--- src/rtl/alu_operand_sequencer.sv ---
// Operand sequencer in front of the lab ALU: synchronizes the load/clear buttons, steps A -> B -> opcode -> execute,
// and captures the ALU result for display. Define ALU_SEQ_ACCUMULATE_EN to feed the previous result back into A from DONE.
module alu_operand_sequencer #(
    parameter int n           = 4,
    parameter int SYNC_STAGES = 2
) (
    input  logic         clk,
    input  logic         rst_n,
    input  logic [n-1:0] data_in,
    input  logic [3:0]   op_in,
    input  logic         flag_in,
    input  logic         load_btn,
    input  logic         clear_btn,
    output logic [n-1:0] alu_a,
    output logic [n-1:0] alu_b,
    output logic [3:0]   alu_ctrl,
    output logic         alu_flag_in,
    input  logic [n-1:0] alu_result,
    input  logic [1:0]   alu_flags,
    output logic [n-1:0] result_q,
    output logic [1:0]   flags_q,
    output logic         op_invalid,
    output logic         result_valid,
    output logic [2:0]   state_o
);

    typedef enum logic [2:0] {
        LOAD_A  = 3'd0,
        LOAD_B  = 3'd1,
        LOAD_OP = 3'd2,
        EXEC    = 3'd3,
        DONE    = 3'd4
    } state_t;

    state_t state, state_d;

    logic [SYNC_STAGES-1:0] load_sync, clear_sync;
    logic                   load_prev, clear_prev;
    logic                   load_pulse, clear_pulse;

    logic [n-1:0] alu_a_d, alu_b_d, result_d;
    logic [3:0]   alu_ctrl_d;
    logic         alu_flag_in_d, op_invalid_d, result_valid_d;
    logic [1:0]   flags_d;
    logic         is_shift;

    // NOTE: sequential state uses non-blocking (<=) so every flop samples pre-edge values, like real hardware.
    always_ff @(posedge clk or negedge rst_n) begin
        if (!rst_n) begin
            load_sync  <= '0;
            clear_sync <= '0;
            load_prev  <= 1'b0;
            clear_prev <= 1'b0;
        end else begin
            load_sync  <= {load_sync[SYNC_STAGES-2:0], load_btn};
            clear_sync <= {clear_sync[SYNC_STAGES-2:0], clear_btn};
            load_prev  <= load_sync[SYNC_STAGES-1];
            clear_prev <= clear_sync[SYNC_STAGES-1];
        end
    end

    // One pulse per press, however long the button is held.
    assign load_pulse  = load_sync[SYNC_STAGES-1] & ~load_prev;
    assign clear_pulse = clear_sync[SYNC_STAGES-1] & ~clear_prev;

    // Only the shift opcodes produce a meaningful carry out.
    assign is_shift = (alu_ctrl == 4'd8) || (alu_ctrl == 4'd9);

    // NOTE: every signal gets a default before any branch, so no path can leave one unassigned and infer a latch.
    always_comb begin
        state_d        = state;
        alu_a_d        = alu_a;
        alu_b_d        = alu_b;
        alu_ctrl_d     = alu_ctrl;
        alu_flag_in_d  = alu_flag_in;
        result_d       = result_q;
        flags_d        = flags_q;
        op_invalid_d   = op_invalid;
        result_valid_d = result_valid;

        if (clear_pulse) begin
            state_d        = LOAD_A;
            alu_a_d        = '0;
            alu_b_d        = '0;
            alu_ctrl_d     = '0;
            alu_flag_in_d  = 1'b0;
            result_d       = '0;
            flags_d        = '0;
            op_invalid_d   = 1'b0;
            result_valid_d = 1'b0;
        end else begin
            case (state)
                LOAD_A: begin
                    if (load_pulse) begin
                        alu_a_d        = data_in;
                        result_valid_d = 1'b0;
                        state_d        = LOAD_B;
                    end
                end
                LOAD_B: begin
                    if (load_pulse) begin
                        alu_b_d = data_in;
                        state_d = LOAD_OP;
                    end
                end
                LOAD_OP: begin
                    if (load_pulse) begin
                        alu_ctrl_d    = op_in;
                        alu_flag_in_d = flag_in;
                        state_d       = EXEC;
                    end
                end
                EXEC: begin
                    result_d       = alu_result;
                    flags_d        = {alu_flags[1], is_shift & alu_flags[0]};
                    op_invalid_d   = (alu_ctrl > 4'd9);
                    result_valid_d = 1'b1;
                    state_d        = DONE;
                end
                DONE: begin
                    if (load_pulse) begin
`ifdef ALU_SEQ_ACCUMULATE_EN
                        alu_a_d = op_invalid ? '0 : result_q;
`else
                        alu_a_d = data_in;
`endif
                        result_valid_d = 1'b0;
                        state_d        = LOAD_B;
                    end
                end
                default: state_d = LOAD_A;
            endcase
        end
    end

    // NOTE: this block holds only a handful of control/data flops, so all of them take the async reset.
    always_ff @(posedge clk or negedge rst_n) begin
        if (!rst_n) begin
            state        <= LOAD_A;
            alu_a        <= '0;
            alu_b        <= '0;
            alu_ctrl     <= '0;
            alu_flag_in  <= 1'b0;
            result_q     <= '0;
            flags_q      <= '0;
            op_invalid   <= 1'b0;
            result_valid <= 1'b0;
        end else begin
            state        <= state_d;
            alu_a        <= alu_a_d;
            alu_b        <= alu_b_d;
            alu_ctrl     <= alu_ctrl_d;
            alu_flag_in  <= alu_flag_in_d;
            result_q     <= result_d;
            flags_q      <= flags_d;
            op_invalid   <= op_invalid_d;
            result_valid <= result_valid_d;
        end
    end

    assign state_o = state;

endmodule
--- config.mk ---
export PLATFORM = sky130hd
export DESIGN_NAME = alu_operand_sequencer
export DESIGN_NICKNAME = d
export VERILOG_FILES = /design/src/rtl/alu_operand_sequencer.sv
export SDC_FILE = /design/constraint.sdc
export NUM_CORES = 1
export LEC_CHECK = 0
export CAP_MARGIN = 40
export CORE_ASPECT_RATIO = 1.2
export CORE_MARGIN = 10
export CORE_UTILIZATION = 44
export DETAILED_ROUTE_END_ITERATION = 10
export PLACE_DENSITY = 0.78
export SETUP_SLACK_MARGIN = 0.02
export SYNTH_ARGS = -nofsm -noshare
export SYNTH_HDL_FRONTEND = slang
export SYNTH_SLANG_ARGS = --single-unit
export TNS_END_PERCENT = 10
--- constraint.sdc ---
create_clock -name clk -period 2.1 [get_ports clk]
set_clock_uncertainty 0.2 [all_clocks]
set_input_delay 0.525 -clock clk [delete_from_list [all_inputs] [get_ports clk]]
set_output_delay 0.525 -clock clk [all_outputs]
set_load 0.02 [all_outputs]
==> run_results.csv, run 1 <==
group,metric,value,unit
yosys,syn_area,1250,um^2
setup_path,path_cells,"clkdlybuf4s50_1",
clock_network,cts_tree,"yes",
yosys,synthFlopType,"dfrtp_1",
finish,antenna_cells,0,
sta,hold_viol,0,
yosys,synth_common_cells,"dfrtp_1, nand2_1, a21oi_1",
power,powerDensity,758,nW/um^2
power,leakagePower,0.943,nW
clock_network,htreeDepth,2,
drt,drc,0,
sta,setup_violations,0,
clock_network,cts_max_path_buffers,2,
drt,ant_nets,0,
global_route,grt_pass1_vias,1033,
drt,avgViaCountPerCell,5.18,
setup_path,path_delay_family,"buffers and inverters",
sta,setup_tns,0,ps
global_route,grt_max_degree,31,
sta,rsz0062_at_grt,"no",
drt,wl_met3,237,um
finish,nNetsFinal,179,
sta,fin_crit_sh,0.967,
drt,drt-met1-wl,1190,um
finish,area.growth.synth_to_final,43.6,%
worst_hold_path,hold_path.class,"reg2reg",
drt,dr.pass1.iters,4,
clock_network,clockRootBuffer,"clkbuf_4",
setup_path,crit_path_start_kind,"flop",
setup_path,critPathArrivalTime,1310,ps
power,vdd_ir_drop_max,556,uV
yosys,ys_warn_count,0,
sta,worst_pin_slew,503,ps
setup_path,cp_max_fo,2,
setup_path,slowest_delay,610,ps
placement,portBuffers,42,
yosys,syn_nets,133,
clock_network,post_cts_buffers,0,
floorplan,core_area,2760,um^2
yosys,synth_edf_count,0,
setup_path,end_kind,"output pin",
floorplan,num_rows,21,
floorplan,start_util,0.453,
yosys,ys_ff_latch,30,
setup_path,timing.critical_path.buf_inv,1,
setup_path,slowest_stage,"clkdlybuf4s50_1",
yosys,synthCells,114,
sta,post-route-min-period,2030,ps
floorplan,die_w,68.6,um
yosys,synth-async-reset-ratio,1.00,
yosys,ys_seq_area_frac,0.601,
outcome,status,"completed",
yosys,yosysTopAreaCellShare,0.601,
sta,slew_viol_final,0,
yosys,syn_avg_cell_area,11.0,um^2
floorplan,io-pin-count,43,
global_route,overflow,0,
clock_network,cts_resized,5,
finish,drive_gt1_frac,0.124,
drt,drt_iter0_drc,26,
drt,drt_wl_total,3050,um
placement,place_congestion,0.833,
setup_path,path_class,"reg2out",
global_route,grt_usage,0.121,
floorplan,die_area,5380,um^2
floorplan,die_h,78.4,um
clock_network,holdBufCountCts,0,
drt,wl_met2,1570,um
global_route,grt_pass1_wl,4910,um
yosys,yosysMostFrequentCell,"dfrtp_1",
drt,wire_per_inst,15.7,um
setup_path,required,1370,ps
yosys,synthTopCellsByArea,"dfrtp_1, nand2_1, a21oi_1",
power,total_power,1.36,mW
sta,max_freq,0.492,GHz
clock_network,clk_latency,340,ps
yosys,ys_types,22,
yosys,yosys.area.top_type,"dfrtp_1",
clock_network,clkTransAtPathRegs,90,ps
drt,dr_total_vias,1010,
sta,slew_headroom,0.665,
clock_network,clock-sinks,30,
global_route,grt_antenna_before_repair,0,
clock_network,cts_made_buffers,5,
placement,hpwl,2200,um
run,max_cap_violations,0,
drt,route.top_layer_used,"met4",
-- cell usage in the layout (no fill, tap or decap), types with 3 or more instances in the layout --
| cell type | Yosys | final |
|---|---|---|
| dlygate4sd2_1 | 0 | 5 |
| clkdlybuf4s50_1 | 0 | 28 |
| dlymetal6s2s_1 | 0 | 9 |
| clkbuf_4 | 0 | 5 |
| o21ai_1 | 5 | 5 |
| mux2i_1 | 4 | 4 |
| or4b_1 | 3 | 3 |
| nor2b_1 | 4 | 4 |
| o21ai_2 | 5 | 5 |
| nand3_2 | 4 | 4 |
| nand3_1 | 5 | 5 |
| a21oi_1 | 15 | 15 |
| nand2_1 | 22 | 22 |
| dfrtp_1 | 30 | 30 |
| nand3b_1 | 3 | 3 |
-- cells by family after synthesis --
| family | count (synthesis) | share of synthesized area |
|---|---|---|
| multiplexers | 4 | 0.0321 |
| AND/OR/NAND/NOR | 50 | 0.229 |
| buffers and inverters | 5 | 0.0220 |
| flip-flops | 30 | 0.601 |
| AO/OA/AOI/OAI | 25 | 0.115 |
-- report_power, final --
| group | total [mW] | internal (mW) | leakage [nW] | switching (mW) |
|---|---|---|---|---|
| sequential | 0.654 | 0.619 | 0.399 | 0.0347 |
| combinational | 0.256 | 0.120 | 0.499 | 0.136 |
| clock | 0.450 | 0.246 | 0.0450 | 0.204 |
| total | 1.36 | 0.985 | 0.943 | 0.374 |
-- flip-flops by register name, indices dropped and copies added, names as in the netlist, 2 cells and up --
register    count
alu_a           4
load_sync       2
result_q        4
alu_b           4
alu_ctrl        4
state_o         3
flags_q         2
clear_sync      2
-- final cells by class --
class | count | area (um^2)
Clock inverter | 3 | 40.0
Timing Repair Buffer | 44 | 452
Tap cell | 34 | 42.5
Clock buffer | 5 | 37.5
Sequential cell | 30 | 751
Fill cell | 237 | 966
Multi-Input combinational cell | 79 | 470
-- stage by stage --
step	hold WS [ps]	std cells	utilization	setup WS (ps)	cell area [um^2]
CTS	158	195	0.642	23.2	1770
detailed placement	136	187	0.616	252	1700
finish	155	195	0.650	69.2	1790
global route	167	195	0.650	24.5	1790
floorplan	29.4	114	-	462	1250
global placement	136	187	0.616	283	1700
-- routing by layer --
| metal | vias to the layer above | GRT usage |
|---|---|---|
| met2 | 28 | 0.193 |
| met3 | 6 | 0.0653 |
| met4 | 0 | 0.0544 |
| met1 | 482 | 0.125 |
| met5 | - | 0 |
| li1 | 494 | - |
-- final timing paths --
path                                    startpoint                 endpoint  slack (ps)  cells past startpoint
setup / recovery           result_q[1]$_DFFE_PN0P_              result_q[1]          70                      1
hold / removal             clear_sync[0]$_DFF_PN0_  clear_sync[1]$_DFF_PN0_         160                      0
setup reg to reg            state_o[0]$_DFFE_PN0P_     alu_a[2]$_DFFE_PN0P_         270                      3
hold reg to reg            clear_sync[0]$_DFF_PN0_  clear_sync[1]$_DFF_PN0_         160                      0
max in group asynchronous                    rst_n     alu_a[1]$_DFFE_PN0P_        1070                      2
min in group asynchronous                    rst_n  alu_ctrl[0]$_DFFE_PN0P_         360                      2
(Power assumes the default switching activity.)
==> inputs of run 2 (changes only) <==
--- a/config.mk
+++ b/config.mk
@@ -6,11 +6,12 @@
 export NUM_CORES = 1
 export LEC_CHECK = 0
 export CAP_MARGIN = 40
-export CORE_ASPECT_RATIO = 1.2
+export CORE_ASPECT_RATIO = 0.6
 export CORE_MARGIN = 10
 export CORE_UTILIZATION = 44
 export DETAILED_ROUTE_END_ITERATION = 10
 export PLACE_DENSITY = 0.78
+export RECOVER_POWER = 50
 export SETUP_SLACK_MARGIN = 0.02
 export SYNTH_ARGS = -nofsm -noshare
 export SYNTH_HDL_FRONTEND = slang
==> run 2 against run 1 <==
  * Via count rose by 1.4%
  * Hold slack got worse by 7.3 ps
  * Flip-flop and latch count did not move
  * Count of clock-buffer cells in the layout rose by 2
  * Register-to-register slack barely moved
  * First-iteration DRC count rose to 2.8 times the previous value
  * Largest power group unchanged
  * Wire length rose by 0.26%
  * Critical path type unchanged
==> run_results.csv, run 2 (synthesized netlist as in run 1, its figures left out) <==
group,metric,value,unit
global_route,grt_antenna_before_repair,0,
drt,ant_nets,0,
placement,place_congestion,0.796,
sta,fin_crit_sh,0.954,
floorplan,die_w,88.8,um
drt,drt_wl_total,3060,um
clock_network,clock-sinks,30,
drt,avgViaCountPerCell,5.28,
finish,drive_gt1_frac,0.123,
power,powerDensity,770,nW/um^2
global_route,overflow,0,
sta,max_freq,0.499,GHz
setup_path,cp_max_fo,4,
setup_path,r2r_end,"alu_a[1]$_DFFE_PN0P_",
finish,fillers,189,
setup_path,reg2reg_depth,3,
setup_path,rr_startpoint,"state_o[0]$_DFFE_PN0P_",
setup_path,critPathArrivalTime,1280,ps
floorplan,die_h,61.3,um
floorplan,io-pin-count,43,
setup_path,crit_path_start_kind,"flop",
setup_path,crit_end,"alu_ctrl[3]",
clock_network,clkTransAtPathRegs,60,ps
clock_network,clk_latency,270,ps
sta,setup_tns,0,ps
drt,drt_iter0_drc,72,
setup_path,slowest_delay,620,ps
global_route,grt_pass1_wl,4910,um
power,vdd_ir_drop_max,370,uV
global_route,grt_pass1_vias,999,
sta,post-route-min-period,2000,ps
sta,hold_viol,0,
finish,final_cell_mix,"clkdlybuf4s50_1, dfrtp_1, nand2_1",
clock_network,htreeDepth,2,
setup_path,cp.depth,1,
sta,slew_headroom,0.526,
sta,rsz0062_at_grt,"no",
finish,area.growth.synth_to_final,43.3,%
finish,fin_util,0.686,
setup_path,path_class,"reg2out",
floorplan,core_area,2610,um^2
drt,dr_total_vias,1024,
clock_network,clockRootBuffer,"clkbuf_8",
setup_path,required,1370,ps
setup_path,crit_start,"alu_ctrl[3]$_DFFE_PN0P_",
finish,layout_commonest_cell,"clkdlybuf4s50_1",
clock_network,cts_tree,"yes",
clock_network,cts_max_path_buffers,2,
placement,place_ws,241,ps
run,max_cap_violations,0,
setup_path,path_delay_family,"buffers and inverters",
power,total_power,1.38,mW
sta,worst_pin_slew,711,ps
power,leakagePower,0.786,nW
floorplan,die_area,5440,um^2
clock_network,cts_resized,3,
clock_network,post_cts_buffers,0,
sta,fin_ws,97.1,ps
drt,drc,0,
setup_path,rrSetupSlack,280,ps
global_route,grt_usage,0.119,
outcome,status,"completed",
clock_network,cts_made_buffers,5,
placement,hpwl,2360,um
floorplan,start_util,0.478,
finish,nNetsFinal,180,
setup_path,path_cells,"clkdlybuf4s50_1",
sta,slew_viol_final,0,
drt,wire_per_inst,15.8,um
setup_path,timing.critical_path.buf_inv,1,
placement,portBuffers,42,
setup_path,end_kind,"output pin",
clock_network,holdBufCountCts,0,
drt,dr.pass1.iters,4,
worst_hold_path,hold_path.class,"reg2reg",
setup_path,slowest_stage,"clkdlybuf4s50_1",
sta,setup_violations,0,
floorplan,num_rows,14,
finish,antenna_cells,0,
global_route,grt_max_degree,31,
run 2: changes by cell type in the layout (fill, tap and decap cells not counted), sizes merged:
cell           change
bufinv             -1
dlygate4sd3        +3
dlygate4sd2        -2
clkinv             -1
dlymetal6s2s       -9
clkbuf             +3
clkdlybuf4s50      +8
run 2: layer usage:
metal,part of all wire,up-vias,track usage
met1,0.44,495,0.146
met4,0.017,0,0.0412
met5,0,-,0
met2,0.45,32,0.176
met3,0.099,7,0.0632
li1,-,490,-
run 2: how the worst min path moves through the flow:
stage	start	slack, ps	depth (start not counted)	end
floorplan	rst_n	30	0	alu_a[0]$_DFFE_PN0P_
global placement	load_sync[0]$_DFF_PN0_	130	0	load_sync[1]$_DFF_PN0_
detailed placement	load_sync[0]$_DFF_PN0_	140	0	load_sync[1]$_DFF_PN0_
CTS	load_sync[0]$_DFF_PN0_	150	0	load_sync[1]$_DFF_PN0_
global route	load_sync[0]$_DFF_PN0_	150	0	load_sync[1]$_DFF_PN0_
finish	load_sync[0]$_DFF_PN0_	150	0	load_sync[1]$_DFF_PN0_
run 2: power by group:
| part | total (mW) | internal (mW) | switching (mW) |
|---|---|---|---|
| combinational | 0.263 | 0.125 | 0.138 |
| sequential | 0.656 | 0.620 | 0.0357 |
| clock | 0.459 | 0.264 | 0.195 |
run 2: area by class of cell:
type | count | area (um^2) | share of cell area
Sequential cell | 30 | 751 | 0.420
Multi-Input combinational cell | 79 | 470 | 0.263
Timing Repair Buffer | 45 | 437 | 0.244
Clock buffer | 7 | 86.3 | 0.0483
Tap cell | 32 | 40.0 | 0.0224
Clock inverter | 1 | 5.00 | 0.00280
run 2: through the flow:
stage,instance area (um^2),hold slack (ps),std cells
6_report,1790,148,194
5_1_grt,1790,154,194
4_1_cts,1790,151,194
3_5_place_dp,1700,137,186
3_3_place_gp,1700,135,186
2_1_floorplan,1250,29.4,114
==> inputs of run 3 (changes only) <==
==> constraint.sdc (replaced) <==
create_clock -name clk -period 2.1 [get_ports clk]
set_clock_uncertainty 0.2 [all_clocks]
set_input_delay 0.525 -clock clk [delete_from_list [all_inputs] [get_ports clk]]
set_output_delay 0.525 -clock clk [all_outputs]
set_load 0.005 [all_outputs]
==> run 3 against run 2 <==
  * Fmax increased by 0.86%
  * Critical path depth stayed put
  * Final cell count unchanged
  * Combinational power shrank 14%
  * Die area unchanged
  * Largest cell class unchanged
==> run_results.csv, run 3 (synthesized netlist as in run 1, its figures left out) <==
group,metric,value,unit
outcome,status,"completed",
power,leakagePower,0.768,nW
setup_path,cp_max_fo,10,
drt,dr.pass1.iters,4,
finish,stdcell_count,194,
global_route,overflow,0,
finish,stdcell_area,1800,um^2
sta,post-route-min-period,1990,ps
clock_network,clockRootBuffer,"clkbuf_8",
power,vdd_ir_drop_max,563,uV
setup_path,slowest_stage,"clkdlybuf4s50_1",
sta,hold_viol,0,
setup_path,timing.critical_path.buf_inv,1,
drt,ant_nets,0,
sta,slew_viol_final,0,
finish,layout_commonest_cell,"clkdlybuf4s50_1",
drt,drt_wl_total,3260,um
placement,placed_cells,186,
clock_network,clock-sinks,30,
sta,worst_pin_slew,737,ps
drt,drc,0,
setup_path,required,1370,ps
power,total_power,1.36,mW
worst_hold_path,hold_path.class,"reg2reg",
clock_network,cts_tree,"yes",
clock_network,cts_made_buffers,5,
global_route,grt_antenna_before_repair,0,
drt,drt_iter0_drc,87,
placement,place_ws,296,ps
setup_path,path_delay_family,"buffers and inverters",
setup_path,slowest_delay,540,ps
floorplan,io-pin-count,43,
global_route,grt_pass1_wl,5200,um
finish,drive_gt1_frac,0.148,
run,max_cap_violations,0,
sta,max_freq,0.504,GHz
global_route,grt_usage,0.126,
setup_path,crit_path_start_kind,"flop",
floorplan,die_h,61.3,um
global_route,grt_pass1_vias,1044,
placement,postPlaceCellArea,1700,um^2
floorplan,num_rows,14,
finish,area.growth.synth_to_final,44.2,%
setup_path,path_cells,"clkdlybuf4s50_1",
sta,fin_ws,114,ps
floorplan,start_util,0.478,
placement,place_congestion,0.825,
sta,rsz0062_at_grt,"no",
clock_network,clkTransAtPathRegs,60,ps
placement,hpwl,2410,um
setup_path,critPathArrivalTime,1260,ps
floorplan,die_w,88.8,um
sta,slew_headroom,0.509,
finish,antenna_cells,0,
setup_path,rrSetupSlack,310,ps
clock_network,htreeDepth,2,
finish,final_cell_mix,"clkdlybuf4s50_1, dfrtp_1, nand2_1",
floorplan,die_area,5440,um^2
drt,dr_total_vias,1045,
sta,setup_violations,0,
clock_network,cts_max_path_buffers,2,
drt,wire_per_inst,16.8,um
sta,fin_crit_sh,0.946,
finish,fillers,191,
setup_path,end_kind,"output pin",
clock_network,holdBufCountCts,0,
sta,setup_tns,0,ps
drt,avgViaCountPerCell,5.39,
global_route,grt_max_degree,31,
placement,portBuffers,42,
clock_network,clk_latency,280,ps
floorplan,core_area,2610,um^2
power,powerDensity,753,nW/um^2
setup_path,path_class,"reg2out",
finish,nNetsFinal,180,
## run 3: cell type report
type | instances | area [um^2] | share of cell area
tap | 32 | 40.0 | 0.0222
sequential | 30 | 754 | 0.419
timing repair buffer | 45 | 440 | 0.245
clock buffer | 6 | 82.6 | 0.0459
clock inverter | 2 | 12.5 | 0.00695
multi-input combinational | 79 | 470 | 0.261
## run 3: report_power, final
group          total (mW)  leakage (nW)  switching, mW  internal, mW
sequential          0.657         0.394         0.0361         0.621
clock               0.471        0.0472          0.209         0.263
combinational       0.227         0.327         0.0981         0.129
total                1.36         0.768          0.343          1.01
## run 3: final timing paths
path                                         start                       to  cells after the start
max in group asynchronous                    rst_n   state_o[2]$_DFFE_PN0P_                      2
min reg2reg                clear_sync[0]$_DFF_PN0_  clear_sync[1]$_DFF_PN0_                      0
min in group asynchronous                    rst_n  clear_sync[0]$_DFF_PN0_                      2
max reg2reg                 state_o[0]$_DFFE_PN0P_     alu_a[1]$_DFFE_PN0P_                      3
min                        clear_sync[0]$_DFF_PN0_  clear_sync[1]$_DFF_PN0_                      0
max                         state_o[1]$_DFFE_PN0P_               state_o[1]                      1
## run 3: repair_timing
| item | CTS | global route |
|---|---|---|
| setup buffers | 0 | 0 |
| gates resized for setup | 0 | 3 |
| endpoints found under the setup margin | 0 | 3 |
## run 3: metal layers
metal | up-vias | share of wire | track usage
met1 | 512 | 0.42 | 0.138
met5 | - | 0 | 0
met4 | 0 | 0.014 | 0.0481
met3 | 7 | 0.10 | 0.0738
met2 | 38 | 0.46 | 0.202
li1 | 488 | - | -
## run 3: metrics by stage
| step | utilization | hold WS (ps) |
|---|---|---|
| floorplan | - | 29.4 |
| global placement | 0.653 | 135 |
| detailed placement | 0.653 | 136 |
| CTS | 0.689 | 151 |
| global route | 0.690 | 163 |
| finish | 0.690 | 148 |
